[src/rtl/avalon_arb_pkg.sv]
// Shared types for the two-port Avalon-MM arbiter: FSM states, owner encoding, default widths.
// Latency: n/a (types and constants only).
// Backpressure: n/a.
package avalon_arb_pkg;

  localparam int DEF_ADDR_W = 32;
  localparam int DEF_DATA_W = 32;

  // Bit positions of the two requesters in the req/grant vectors.
  localparam int REQ_INST = 0;
  localparam int REQ_DATA = 1;

  typedef enum logic [1:0] {
    IDLE    = 2'd0,
    ISSUE   = 2'd1,
    WAIT_RD = 2'd2
  } state_t;

  typedef enum logic {
    OWN_INST = 1'b0,
    OWN_DATA = 1'b1
  } owner_t;

  // A one-hot grant vector names exactly one owner; an empty grant maps to INST
  // but callers only use this when a grant is present.
  function automatic owner_t grant_to_owner(input logic [1:0] grant);
    return grant[REQ_DATA] ? OWN_DATA : OWN_INST;
  endfunction

endpackage

[src/rtl/rr_arb2.sv]
// Two-way grant picker: one-hot grant from {data, inst} requests; ties go to the port not granted last.
// Latency: purely combinational, zero cycles.
// Backpressure: none; the caller samples the grant only when it can accept a new owner.
// With AVALON_ARB_FIXED_PRIO_EN defined, DATA always wins a tie and 'last' is ignored.
module rr_arb2
  import avalon_arb_pkg::*;
(
  input  logic [1:0] req,
  input  owner_t     last,
  output logic [1:0] grant
);

`ifdef AVALON_ARB_FIXED_PRIO_EN
  logic unused_last;
  assign unused_last = last;
`endif

  // Pick one requester; a lone request is always granted.
  always_comb begin
    grant = 2'b00;
    case (req)
      2'b01:   grant = 2'b01;
      2'b10:   grant = 2'b10;
      2'b11: begin
`ifdef AVALON_ARB_FIXED_PRIO_EN
        grant = 2'b10;
`else
        grant = (last == OWN_DATA) ? 2'b01 : 2'b10;
`endif
      end
      default: grant = 2'b00;
    endcase
  end

endmodule

[src/rtl/avalon_mm_arbiter2.sv]
// Merges an instruction (read-only) and a data Avalon-MM slave port onto one master port, one transaction in flight.
// Latency: request seen in cycle N, master command in N+1, slave acceptance in N+1 when m_waitrequest=0; read data combinational.
// Backpressure: both slave waitrequests stay high except the owner's in the cycle the master accepts; m_waitrequest holds the command.
// Build option AVALON_ARB_FIXED_PRIO_EN: DATA wins every tie and no last-grant state is kept.
module avalon_mm_arbiter2
  import avalon_arb_pkg::*;
#(
  parameter int ADDR_W = DEF_ADDR_W,
  parameter int DATA_W = DEF_DATA_W
) (
  input  logic                clk,
  input  logic                reset_n,
  // instruction slave port
  input  logic [ADDR_W-1:0]   i_address,
  input  logic                i_read,
  output logic                i_waitrequest,
  output logic [DATA_W-1:0]   i_readdata,
  output logic                i_readdatavalid,
  // data slave port
  input  logic [ADDR_W-1:0]   d_address,
  input  logic                d_read,
  input  logic                d_write,
  input  logic [DATA_W/8-1:0] d_byteenable,
  input  logic [DATA_W-1:0]   d_writedata,
  output logic                d_waitrequest,
  output logic [DATA_W-1:0]   d_readdata,
  output logic                d_readdatavalid,
  // master port toward cache/SDRAM
  output logic [ADDR_W-1:0]   m_address,
  output logic                m_read,
  output logic                m_write,
  output logic [DATA_W/8-1:0] m_byteenable,
  output logic [DATA_W-1:0]   m_writedata,
  input  logic                m_waitrequest,
  input  logic                m_readdatavalid,
  input  logic [DATA_W-1:0]   m_readdata
);

  localparam int BE_W = DATA_W / 8;

  state_t            state;
  state_t            state_nxt;
  owner_t            owner;
  owner_t            last_grant;

  logic [ADDR_W-1:0] cmd_addr;
  logic              cmd_read;
  logic              cmd_write;
  logic [BE_W-1:0]   cmd_be;
  logic [DATA_W-1:0] cmd_wdata;

  logic [1:0]        req;
  logic [1:0]        grant;
  logic              grant_any;
  logic              take_grant;
  logic              accept;
  logic              rd_done;

  // A data-port cycle with both read and write raised counts as one request.
  assign req        = {d_read | d_write, i_read};
  assign grant_any  = |grant;
  assign take_grant = (state == IDLE) && grant_any;

  rr_arb2 u_rr_arb2 (
    .req   (req),
    .last  (last_grant),
    .grant (grant)
  );

`ifdef AVALON_ARB_FIXED_PRIO_EN
  assign last_grant = OWN_DATA;
`else
  // Remember who won the most recent grant so the next tie goes the other way.
  always_ff @(posedge clk or negedge reset_n) begin
    if (!reset_n) begin
      last_grant <= OWN_DATA;
    end else if (take_grant) begin
      last_grant <= grant_to_owner(grant);
    end
  end
`endif

  // State register.
  always_ff @(posedge clk or negedge reset_n) begin
    if (!reset_n) begin
      state <= IDLE;
    end else begin
      state <= state_nxt;
    end
  end

  // Next state: grant in IDLE, hold in ISSUE until accepted, wait for the single read beat.
  always_comb begin
    state_nxt = state;
    accept    = 1'b0;
    rd_done   = 1'b0;
    case (state)
      IDLE: begin
        if (grant_any) begin
          state_nxt = ISSUE;
        end
      end
      ISSUE: begin
        if (!m_waitrequest) begin
          accept    = 1'b1;
          state_nxt = cmd_write ? IDLE : WAIT_RD;
        end
      end
      WAIT_RD: begin
        if (m_readdatavalid) begin
          rd_done   = 1'b1;
          state_nxt = IDLE;
        end
      end
      default: state_nxt = IDLE;
    endcase
  end

  // Capture the winner's command when a grant is taken; it drives the master port unchanged until accepted.
  always_ff @(posedge clk or negedge reset_n) begin
    if (!reset_n) begin
      owner     <= OWN_INST;
      cmd_addr  <= '0;
      cmd_read  <= 1'b0;
      cmd_write <= 1'b0;
      cmd_be    <= '0;
      cmd_wdata <= '0;
    end else if (take_grant) begin
      owner <= grant_to_owner(grant);
      if (grant[REQ_DATA]) begin
        cmd_addr  <= d_address;
        cmd_read  <= ~d_write;
        cmd_write <= d_write;
        cmd_be    <= d_byteenable;
        cmd_wdata <= d_writedata;
      end else begin
        cmd_addr  <= i_address;
        cmd_read  <= 1'b1;
        cmd_write <= 1'b0;
        cmd_be    <= '1;
        cmd_wdata <= '0;
      end
    end
  end

  assign m_address    = cmd_addr;
  assign m_byteenable = cmd_be;
  assign m_writedata  = cmd_wdata;

  // Master strobes and slave handshakes; read data is routed to the owner without a register stage.
  always_comb begin
    m_read          = 1'b0;
    m_write         = 1'b0;
    i_waitrequest   = 1'b1;
    d_waitrequest   = 1'b1;
    i_readdatavalid = 1'b0;
    d_readdatavalid = 1'b0;
    i_readdata      = '0;
    d_readdata      = '0;

    if (state == ISSUE) begin
      m_read  = cmd_read;
      m_write = cmd_write;
    end

    if (accept) begin
      if (owner == OWN_INST) begin
        i_waitrequest = 1'b0;
      end else begin
        d_waitrequest = 1'b0;
      end
    end

    if (owner == OWN_INST) begin
      i_readdata      = m_readdata;
      i_readdatavalid = rd_done;
    end else begin
      d_readdata      = m_readdata;
      d_readdatavalid = rd_done;
    end
  end

endmodule

[config.mk]
export PLATFORM = sky130hd
export DESIGN_NAME = avalon_mm_arbiter2
export DESIGN_NICKNAME = d
export VERILOG_FILES = /design/src/rtl/avalon_arb_pkg.sv /design/src/rtl/rr_arb2.sv /design/src/rtl/avalon_mm_arbiter2.sv
export SDC_FILE = /design/constraint.sdc
export NUM_CORES = 1
export LEC_CHECK = 0
export ABC_CLOCK_PERIOD_IN_PS = 1840
export CORE_ASPECT_RATIO = 0.75
export CORE_MARGIN = 2
export CORE_UTILIZATION = 34
export DETAILED_ROUTE_END_ITERATION = 16
export HOLD_SLACK_MARGIN = 0.1
export PLACE_DENSITY = 0.81
export SLEW_MARGIN = 5
export SYNTH_ARGS = -nofsm -noshare
export SYNTH_HDL_FRONTEND = slang
export SYNTH_HIERARCHICAL = 1
export SYNTH_SLANG_ARGS = --single-unit
[constraint.sdc]
create_clock -name clk -period 1.84 [get_ports clk]
set_input_delay 0.46 -clock clk [delete_from_list [all_inputs] [get_ports clk]]
set_output_delay 0.46 -clock clk [all_outputs]
set_load 0.03 [all_outputs]
==> flow_metrics.tcl <==
set metrics [dict create \
    internal_power_mw 7.59 \
    portBuffers 276 \
    cp-end-kind "primary output" \
    worstMarginPinSlew_ps 362 \
    path_cells "or3_1, buf_6" \
    synth_cell_type_count 29 \
    pwr-share-clk_pct 14.1 \
    placementRows 32 \
    synthFlopType "dfrtp_1" \
    clk_pin_slew_worst_paths_ps 60 \
    maxClockFrequency_ghz 0.548 \
    antenna_cells 0 \
    die_x_um 124 \
    ioPinCount 277 \
    vias_per_cell 4.71 \
    crit_path_start_kind "flop" \
    clock_latency_ps 330 \
    cts-root-buf "clkbuf_16" \
    wire_per_inst_um 17.7 \
    dp_hpwl_um 9340 \
    drt_iter0_markers 138 \
    routed_wl_um 12800 \
    combPwrFrac_pct 63.6 \
    rsz0062_at_grt "true" \
    finalNetCount 720 \
    switching_power_mw 5.57 \
    grt_max_degree 42 \
    p_leak_nw 3.61 \
    critPathSlowestCell "dfrtp_2" \
    async_reset_ff_share_pct 100 \
    h-tree-depth 3 \
    switching_share_pct 42.3 \
    worstPathArrival_ps 1370 \
    relSlewSlack_pct 75.9 \
    clockBufferDepth 2 \
    fin_skew_ps 6.08 \
    grt_pass1_wl_um 19700 \
    initial_utilization_pct 35.4 \
    grt_use_total_pct 21.5 \
    grt-ovfl-total 0 \
    cts_tree "yes" \
    route.detailed.drc 0 \
    syn_avg_cell_area_um2 12.9 \
    synth_fp_nets 425 \
    synth_seq_cells 74 \
    pwr-share-seq_pct 22.3 \
    die_h_um 94.3 \
    synth_top_area_share_pct 49.4 \
    ir_drop_mv 0.912 \
    hold_path.class "reg2reg" \
    outcome "completed" \
    netlist_top_cells_area "dfrtp_1 (49%), mux2_2 (12%), mux2_4 (10%)" \
    min_period_ps 1830 \
    drive_gt1_share_pct 35.0 \
    synth_area_um2 3690 \
    postSynthCellCount 286 \
    numCtsBuffers 9 \
    cts.sinks 74 \
    core_um2 10500 \
    crit_required_ps 1380 \
    powerDensity_nw_per_um2 1820 \
    slowest_delay_ps 490 \
    synth_edf_count 0 \
    synth_area_leader_cell "dfrtp_1" \
    grt_pass1_vias 3620 \
    areaGrowthSynthToFinish_pct 96.0 \
    die_area_um2 11700 \
    hold_depth 1 \
    fillers 761 \
    path_class "reg2out" \
    slew_viol_final 0 \
    gp_congestion 0.816 \
    dpl_worst_slack_ps -470 \
    seq_area_frac_synth_pct 50.2 \
    hold_violations 0 \
    reg2reg_depth 5 \
    tns_ps 0 \
    path_max_fanout 8 \
    antenna_found_initial 0 \
    firstDrtPassIters 4 \
    num_vias 3402 \
    ant_nets 0 \
    yosys_warnings 6 \
    multi_input_area_um2 1780 \
    final.setup.worst_slack_ps 14.0 \
    cap_viol_max_count 0 \
    fin_crit_sh_pct 99.2 \
    regArea_um2 1860 \
    setup-violations-final 0 \
]
==> cells in the mapped netlist, types with 2 or more instances <==
cell / number
dfrtp_1: 73
mux2_2: 39
and2_1: 35
a22o_1: 33
nor2b_1: 33
mux2_4: 25
buf_2: 9
clkbuf_1: 7
nand2_1: 4
o22a_1: 4
buf_6: 3
a21o_1: 2
buf_8: 2
nand2b_1: 2
==> cells in the final DEF (no fill, tap or decap), types with 2 or more instances in the layout <==
master | Yosys | final
and2_1 | 35 | 33
bufinv_16 | 0 | 2
dfrtp_1 | 73 | 71
and2_4 | 0 | 2
clkinv_2 | 0 | 2
mux2_4 | 25 | 25
o22a_1 | 4 | 4
nor2b_1 | 33 | 23
nand2_1 | 4 | 4
mux2_2 | 39 | 39
dlygate4sd2_1 | 0 | 30
nand2b_4 | 0 | 2
buf_4 | 1 | 79
a22o_1 | 33 | 33
clkbuf_16 | 0 | 10
buf_12 | 0 | 11
dlymetal6s2s_1 | 0 | 35
buf_6 | 3 | 5
clkdlybuf4s50_1 | 0 | 140
dfrtp_2 | 0 | 2
clkinvlp_4 | 0 | 2
a21o_1 | 2 | 2
nor2b_2 | 0 | 9
buf_16 | 0 | 4
==> routing by layer <==
metal,part of all wire [%],vias up,global-route usage [%]
li1,-,1602,-
met1,42,1660,25.9
met2,51,132,37.2
met3,7.0,8,8.20
met4,0.59,0,3.84
met5,0,-,0
==> timing repair <==
action,4_1_cts,5_1_grt
hold endpoints to repair,25,0
pin swaps,2,1
endpoints found under the setup margin,111,91
buffers inserted,5,2
resized for setup,45,54
cloned,4,1
hold buffers,1,0
==> power by group through the flow <==
stage	combinational, mW	sequential (mW)	clock, mW
finish	8.38	2.93	1.85
global route	8.78	3.04	1.98
CTS	8.30	2.93	1.90
detailed placement	8.09	2.94	0
global placement	7.96	2.91	0
floorplan	3.50	4.30	0
==> stage by stage <==
stage | power, mW | utilization (%) | instances | instance area [um^2] | hold slack (ps)
finish | 13.2 | 69.3 | 722 | 7240 | 502
floorplan | 7.80 | - | 286 | 3700 | 164
global route | 13.8 | 69.3 | 722 | 7240 | 520
detailed placement | 11.0 | 62.8 | 693 | 6560 | 386
CTS | 13.1 | 67.5 | 719 | 7050 | 508
global placement | 10.9 | 62.8 | 693 | 6560 | 379
==> cells by family after synthesis <==
family | count (synthesis) | synth area share [%]
simple gates | 80 | 13.3
buf+inv | 23 | 3.96
mux | 64 | 22.0
compound gates | 45 | 10.5
flops | 74 | 50.2
==> registers in the layout, summed over array words and instances, names as in the netlist <==
register,cells
cmd_read,1
cmd_write,1
last_grant,1
m_address,32
m_byteenable,4
m_writedata,32
owner,1
state,2
==> path summary, 6_finish.rpt <==
kind	start	endpoint	slack, ps
hold / removal	m_writedata[14]	m_writedata[14]	500
min in group asynchronous	reset_n	m_writedata[22]	580
hold reg to reg	m_writedata[14]	m_writedata[14]	500
max in group asynchronous	reset_n	last_grant	680
setup reg to reg	last_grant	m_address[4]	110
setup / recovery	owner	i_waitrequest	10
==> worst max-delay path: cells and delay by family, from the launching register on <==
kind	cells	cell delay, ps
buffers and inverters	1	150
DFF	1	490
and+or+nand+nor	1	400
==> final cells by class <==
cell class,instances,area share [%]
Multi-Input combinational cell,189,24.5
Clock buffer,9,3.11
Timing Repair Buffer,306,43.0
Sequential cell,74,25.6
Tap cell,136,2.35
Inverter,1,0.0518
Clock inverter,7,1.30
Power figures use the tool's default switching activity.
